$ cat src/rtl/mxv_result_tx_if.sv
// rtl/mxv_result_tx_if.sv - result buffer read port and byte-level UART TX handshake
interface mxv_result_tx_if #(
    parameter int ADDR_W = 3,
    parameter int RES_W  = 16
);
    logic [ADDR_W-1:0] rd_addr;
    logic [RES_W-1:0]  rd_data;
    logic [7:0]        tx_data;
    logic              tx_start;
    logic              tx_busy;

    modport master (
        output rd_addr,
        output tx_data,
        output tx_start,
        input  rd_data,
        input  tx_busy
    );

    modport slave (
        input  rd_addr,
        input  tx_data,
        input  tx_start,
        output rd_data,
        output tx_busy
    );
endinterface

$ cat src/rtl/mxv_result_tx.sv
// rtl/mxv_result_tx.sv - serialises MxV result words as FE|LEN|CMD|payload|EF over the UART TX
module mxv_result_tx #(
    parameter int          MAX_N   = 8,
    parameter int          ADDR_W  = 3,
    parameter int          RES_W   = 16,
    parameter logic [7:0]  RSP_CMD = 8'h05
) (
    input  logic              clk,
    input  logic              rst,
    input  logic              start_i,
    input  logic [ADDR_W:0]   mat_size_i,
    mxv_result_tx_if.master   res_bus,
    output logic              busy_o,
    output logic              done_o
);

    // Byte index spans 0 .. 2*MAX_N+3
    localparam int K_W = $clog2(2 * MAX_N + 4);
    localparam logic [ADDR_W:0] N_MAX = (ADDR_W + 1)'(MAX_N);

    typedef enum logic [2:0] {
        ST_IDLE,
        ST_PREP,
        ST_RD,
        ST_SEND,
        ST_GUARD,
        ST_WAIT,
        ST_DONE
    } state_t;

    state_t             state_q;
    logic               start_q;
    logic [ADDR_W:0]    n_q;
    logic [K_W-1:0]     k_q;
    logic [7:0]         word_lo_q;
    logic [ADDR_W-1:0]  rd_addr_q;
    logic [7:0]         tx_data_q;
    logic               tx_start_q;
    logic               busy_q;
    logic               done_q;

    logic [K_W-1:0]     last_k;
    logic [K_W-1:0]     k_inc;
    logic [K_W-1:0]     inc_off;
    logic               inc_even;
    logic [ADDR_W-1:0]  inc_word;
    logic               cur_even;
    logic [7:0]         len_byte;
    logic [7:0]         byte_sel;
    logic [ADDR_W:0]    n_d;

    // Frame geometry: last byte index is 2N+3, LEN is 2N+1
    assign last_k   = K_W'({n_q, 1'b1}) + K_W'(2);
    assign len_byte = 8'({n_q, 1'b1});
    assign n_d      = (mat_size_i > N_MAX) ? N_MAX : mat_size_i;

    // Payload starts at byte 3; the even offsets (odd k) carry a word's high byte and need a buffer read
    assign cur_even = (k_q >= K_W'(3)) && (k_q < last_k) && k_q[0];
    assign k_inc    = k_q + K_W'(1);
    assign inc_off  = k_inc - K_W'(3);
    assign inc_even = (k_inc >= K_W'(3)) && (k_inc < last_k) && k_inc[0];
    assign inc_word = ADDR_W'(inc_off >> 1);

    // Bytes that do not come straight from the read port; the low byte uses the latched word
    always_comb begin
        byte_sel = word_lo_q;
        if (k_q == K_W'(0)) begin
            byte_sel = 8'hFE;
        end else if (k_q == K_W'(1)) begin
            byte_sel = len_byte;
        end else if (k_q == K_W'(2)) begin
            byte_sel = RSP_CMD;
        end else if (k_q == last_k) begin
            byte_sel = 8'hEF;
        end
    end

    // Frame sequencer; rd_addr is set on entry to PREP so the sync read lands during RD
    always_ff @(posedge clk or negedge rst) begin
        if (!rst) begin
            state_q    <= ST_IDLE;
            start_q    <= 1'b0;
            n_q        <= '0;
            k_q        <= '0;
            word_lo_q  <= '0;
            rd_addr_q  <= '0;
            tx_data_q  <= '0;
            tx_start_q <= 1'b0;
            busy_q     <= 1'b0;
            done_q     <= 1'b0;
        end else begin
            start_q    <= start_i;
            tx_start_q <= 1'b0;
            done_q     <= 1'b0;
            case (state_q)
                ST_IDLE: begin
                    if (start_i && !start_q) begin
                        n_q     <= n_d;
                        k_q     <= '0;
                        busy_q  <= 1'b1;
                        state_q <= ST_PREP;
                    end
                end
                ST_PREP: begin
                    if (cur_even) begin
                        state_q <= ST_RD;
                    end else begin
                        tx_data_q  <= byte_sel;
                        tx_start_q <= 1'b1;
                        state_q    <= ST_SEND;
                    end
                end
                ST_RD: begin
                    word_lo_q  <= res_bus.rd_data[7:0];
                    tx_data_q  <= res_bus.rd_data[RES_W-1:RES_W-8];
                    tx_start_q <= 1'b1;
                    state_q    <= ST_SEND;
                end
                ST_SEND: begin
                    state_q <= ST_GUARD;
                end
                ST_GUARD: begin
                    state_q <= ST_WAIT;
                end
                ST_WAIT: begin
                    if (!res_bus.tx_busy) begin
                        if (k_q == last_k) begin
                            busy_q  <= 1'b0;
                            done_q  <= 1'b1;
                            state_q <= ST_DONE;
                        end else begin
                            k_q <= k_inc;
                            if (inc_even) begin
                                rd_addr_q <= inc_word;
                            end
                            state_q <= ST_PREP;
                        end
                    end
                end
                ST_DONE: begin
                    state_q <= ST_IDLE;
                end
                default: begin
                    state_q <= ST_IDLE;
                end
            endcase
        end
    end

    assign res_bus.rd_addr  = rd_addr_q;
    assign res_bus.tx_data  = tx_data_q;
    assign res_bus.tx_start = tx_start_q;
    assign busy_o           = busy_q;
    assign done_o           = done_q;

endmodule
$ cat src/flat_wrapper.sv
// flat-port wrapper written by rule: the top's interface ports become plain ports
module mxv_result_tx_flat 
#(
    parameter int          MAX_N   = 8,
    parameter int          ADDR_W  = 3,
    parameter int          RES_W   = 16,
    parameter logic [7:0]  RSP_CMD = 8'h05
)
  (clk, rst, start_i, mat_size_i, busy_o, done_o, res_bus_rd_addr, res_bus_tx_data, res_bus_tx_start, res_bus_rd_data, res_bus_tx_busy);
  mxv_result_tx_if #(.ADDR_W(ADDR_W), .RES_W(RES_W)) res_bus_i ();
  input  logic clk;
  input  logic rst;
  input  logic start_i;
  input  logic [ADDR_W:0] mat_size_i;
  output logic busy_o;
  output logic done_o;
  output wire logic [$bits(res_bus_i.rd_addr)-1:0] res_bus_rd_addr;
  output wire logic [$bits(res_bus_i.tx_data)-1:0] res_bus_tx_data;
  output wire logic [$bits(res_bus_i.tx_start)-1:0] res_bus_tx_start;
  input wire logic [$bits(res_bus_i.rd_data)-1:0] res_bus_rd_data;
  input wire logic [$bits(res_bus_i.tx_busy)-1:0] res_bus_tx_busy;
  assign res_bus_rd_addr = res_bus_i.rd_addr;
  assign res_bus_tx_data = res_bus_i.tx_data;
  assign res_bus_tx_start = res_bus_i.tx_start;
  assign res_bus_i.rd_data = res_bus_rd_data;
  assign res_bus_i.tx_busy = res_bus_tx_busy;
  mxv_result_tx #(.MAX_N(MAX_N), .ADDR_W(ADDR_W), .RES_W(RES_W), .RSP_CMD(RSP_CMD)) u_core (.clk(clk), .rst(rst), .start_i(start_i), .mat_size_i(mat_size_i), .res_bus(res_bus_i), .busy_o(busy_o), .done_o(done_o));
endmodule
$ cat config.mk
export PLATFORM = sky130hd
export DESIGN_NAME = mxv_result_tx_flat
export DESIGN_NICKNAME = d
export VERILOG_FILES = /design/src/rtl/mxv_result_tx_if.sv /design/src/rtl/mxv_result_tx.sv /design/src/flat_wrapper.sv
export SDC_FILE = /design/constraint.sdc
export NUM_CORES = 1
export LEC_CHECK = 0
export CAP_MARGIN = 10
export CORE_UTILIZATION = 52
export CTS_CLUSTER_SIZE = 10
export DETAILED_ROUTE_END_ITERATION = 10
export PLACE_DENSITY = 0.79
export SLEW_MARGIN = 20
export SYNTH_ARGS = -nofsm -noshare
export SYNTH_HDL_FRONTEND = slang
export SYNTH_SLANG_ARGS = --single-unit
$ cat constraint.sdc
create_clock -name clk -period 3.3 [get_ports clk]
set_input_delay 0.33 -clock clk [delete_from_list [all_inputs] [get_ports clk]]
set_output_delay 0.33 -clock clk [all_outputs]
set_load 0.05 [all_outputs]
==> results.yml <==
synth:
  netlist.area_leader.share_pct: 41.7
  synth_nets: 253
  synth_seq_area_share_pct: 41.7
  netlist_area_um2: 2100
  async_flop_share_pct: 100
  synth_area_leaders: "dfrtp_1 (42%), nand2_1 (6.8%), ha_1 (6.0%), xnor2_1 (2.9%), a21oi_1 (2.4%)"
  yosysMostFrequentCell: "nand2_1"
  yosys.area.top_type: "dfrtp_1"
  synth_common_cells: "nand2_1 (38), dfrtp_1 (35), inv_1 (12), nor2_1 (12)"
  synth_top_flop_cell: "dfrtp_1"
  synth-seq-cells: 35
  syn_area_per_cell_um2: 9.58
  synth-edff-count: 0
  ys_types: 50
  synthCells: 219
  yosys_warnings: 0
status:
  status: "finished clean"
clock_network:
  cts.sinks: 35
  post_cts_resized: 0
  ctsLongestPathBuffers: 2
  clk_pin_slew_ps: 70
  cts_hold_buffers: 0
  cts-buffers-inserted: 5
  cts_tree: "done"
  cts_root_buf: "clkbuf_8"
  insertion_delay_ps: 280
  htree_levels: 2
  post_cts_buffers: 0
cells_and_area:
  antenna_cells: 0
  nNetsFinal: 290
  nFillCells: 314
  post_layout_nonfiller_instances: 304
  area_growth_pct: 22.8
  post_route_cells_drive_above_1_share_pct: 8.98
detailed_routing:
  ant_nets: 0
  num_vias: 1698
  drc: 0
  viasPerCell: 5.59
  drt_iter0_drc: 97
  first_pass_iters: 4
  drt-total-wl_um: 4470
  wl_per_cell_um: 14.7
floorplan:
  initial_utilization_pct: 55.6
  die_x_um: 65.5
  core_area_um2: 3770
  die_y_um: 65.5
  dieArea_um2: 4290
  rows: 22
  io_pins: 38
sta:
  fin_setup_tns_ps: 0
  fin_skew_ps: 8.13
  period_share_pct: 81.6
  grt_setup_unrepaired: "false"
  finalCriticalPeriod_ps: 2690
  final_max_slew_viol_count: 0
  max_freq_mhz: 372
  hold_violations: 0
  worst_pin_slew_ps: 584
  slew_headroom_pct: 61.0
  setup_viol: 0
worst_setup_path:
  setup.worst_path.end_class: "flop"
  cp_common_cell: "ha_1"
  crit_chain: "ha_1 > xor2_1 > ha_1 > o21a_1 > nor2_1 > maj3_1 > o211ai_1 > mux2_2"
  slowest_delay_ps: 560
  worstReg2RegEnd: "u_core.res_bus.rd_addr[2]$_DFFE_PN0P_"
  rrSetupSlack_ps: 610
  worst-path-max-fanout: 11
  slowest_stage: "dfrtp_1"
  worstPathArrival_ps: 2850
  rr_startpoint: "u_core.k_q[0]$_DFFE_PN0P_"
  required_ps: 3460
  start_kind: "flop"
  criticalPathCategory: "flop to flop"
  r2r_cells: 8
place:
  gp_congestion: 0.922
  dp.cells: 297
  port_buffers: 37
  dp.final_hpwl_um: 3390
power_and_ir_drop:
  ir_worst_vdd_mv: 0.548
  p_per_area_nw_per_um2: 1160
  p_leak_nw: 1.15
global_routing:
  grt_overflow: 0
  antenna_found_initial: 0
  grt_pass1_vias: 1685
  grt_first_pass_wirelength_um: 7580
  track_usage_pct: 23.3
  grt_max_degree: 36
worst_hold_path:
  hold_path_class: "input port to asynchronous set/reset pin"
flow_run:
  cap_violations: 0
metrics by stage:
stage | power (W) | hold WS (ps) | setup slack, ps | util (%) | cell area (um^2)
2_1_floorplan | 0.00224 | 34.4 | 852 | - | 2100
3_3_place_gp | 0.00263 | 451 | 710 | 66.0 | 2490
3_5_place_dp | 0.00268 | 458 | 615 | 66.0 | 2490
4_1_cts | 0.00299 | 476 | 596 | 68.3 | 2580
5_1_grt | 0.00321 | 498 | 403 | 68.3 | 2580
6_report | 0.00298 | 460 | 608 | 68.3 | 2580
worst max-delay path by stage:
stage                              start                               endpoint  slack, ps  cells past startpoint
6_report       u_core.k_q[0]$_DFFE_PN0P_  u_core.res_bus.rd_addr[2]$_DFFE_PN0P_        610                      8
3_5_place_dp   u_core.k_q[0]$_DFFE_PN0P_  u_core.res_bus.rd_addr[2]$_DFFE_PN0P_        610                      8
2_1_floorplan  u_core.k_q[0]$_DFFE_PN0P_  u_core.res_bus.rd_addr[0]$_DFFE_PN0P_        850                      9
5_1_grt        u_core.k_q[0]$_DFFE_PN0P_  u_core.res_bus.rd_addr[0]$_DFFE_PN0P_        400                      8
4_1_cts        u_core.k_q[0]$_DFFE_PN0P_  u_core.res_bus.rd_addr[2]$_DFFE_PN0P_        600                      8
3_3_place_gp   u_core.k_q[0]$_DFFE_PN0P_  u_core.res_bus.rd_addr[2]$_DFFE_PN0P_        710                      8
final cells by class:
cell class | count | area (um^2) | area share, %
Multi-Input combinational cell | 161 | 1110 | 43.0
Sequential cell | 35 | 876 | 34.0
Timing Repair Buffer | 41 | 400 | 15.5
Clock buffer | 6 | 82.6 | 3.20
Tap cell | 48 | 60.1 | 2.33
Inverter | 12 | 45.0 | 1.75
Clock inverter | 1 | 5.00 | 0.194
worst max-delay path: cells and delay by family, from the launching register on:
| family | cells | cell delay [ps] |
|---|---|---|
| flops | 1 | 560 |
| mux | 1 | 370 |
| fa+ha+maj | 3 | 860 |
| xor+xnor | 1 | 330 |
| compound gates | 2 | 420 |
| simple gates | 1 | 40 |
cell usage in the layout (no fill, tap or decap), drive strengths merged, types with 7 or more instances in the layout:
master / netlist / routed
a21oi: 10 / 10
clkdlybuf4s50: 0 / 37
dfrtp: 35 / 35
ha: 10 / 10
inv: 12 / 12
mux2: 7 / 7
nand2: 38 / 38
nor2: 12 / 12
nor3: 8 / 8
o21ai: 8 / 8
xnor2: 7 / 7
routing by layer:
| layer | up-vias | GRT usage (%) | wire length (um) |
|---|---|---|---|
| met4 | 0 | 6.79 | 58 |
| met5 | - | 0 | 0 |
| met2 | 46 | 36.1 | 2020 |
| li1 | 840 | - | - |
| met1 | 804 | 32.9 | 2220 |
| met3 | 8 | 4.34 | 170 |
kinds of logic (layout without fill, tap and decap cells):
kind of cell | after synthesis | after routing | share of synthesized area (%)
AND/OR/NAND/NOR | 78 | 78 | 17.4
adder cells (fa/ha/maj) | 12 | 12 | 6.92
multiplexers | 12 | 12 | 6.68
flip-flops | 35 | 35 | 41.7
buffers and inverters | 23 | 60 | 5.43
AO/OA/AOI/OAI | 47 | 47 | 15.9
XOR/XNOR | 12 | 12 | 6.02
flip-flops by register name (all words and copies together), names as in the netlist:
name                     cells
u_core.done_o                1
u_core.word_lo_q             8
u_core.n_q                   4
u_core.res_bus.rd_addr       3
u_core.k_q                   5
u_core.res_bus.tx_start      1
u_core.res_bus.tx_data       8
u_core.start_q               1
u_core.busy_o                1
u_core.state_q               3
power by group:
part	internal [W]	switching (W)	leakage [nW]	total, W
Combinational	0.000804	0.00102	0.677	0.00182
Sequential	0.000630	0.000223	0.429	0.000854
Clock	0.000163	0.000140	0.0470	0.000304
(Power assumes the default switching activity.)
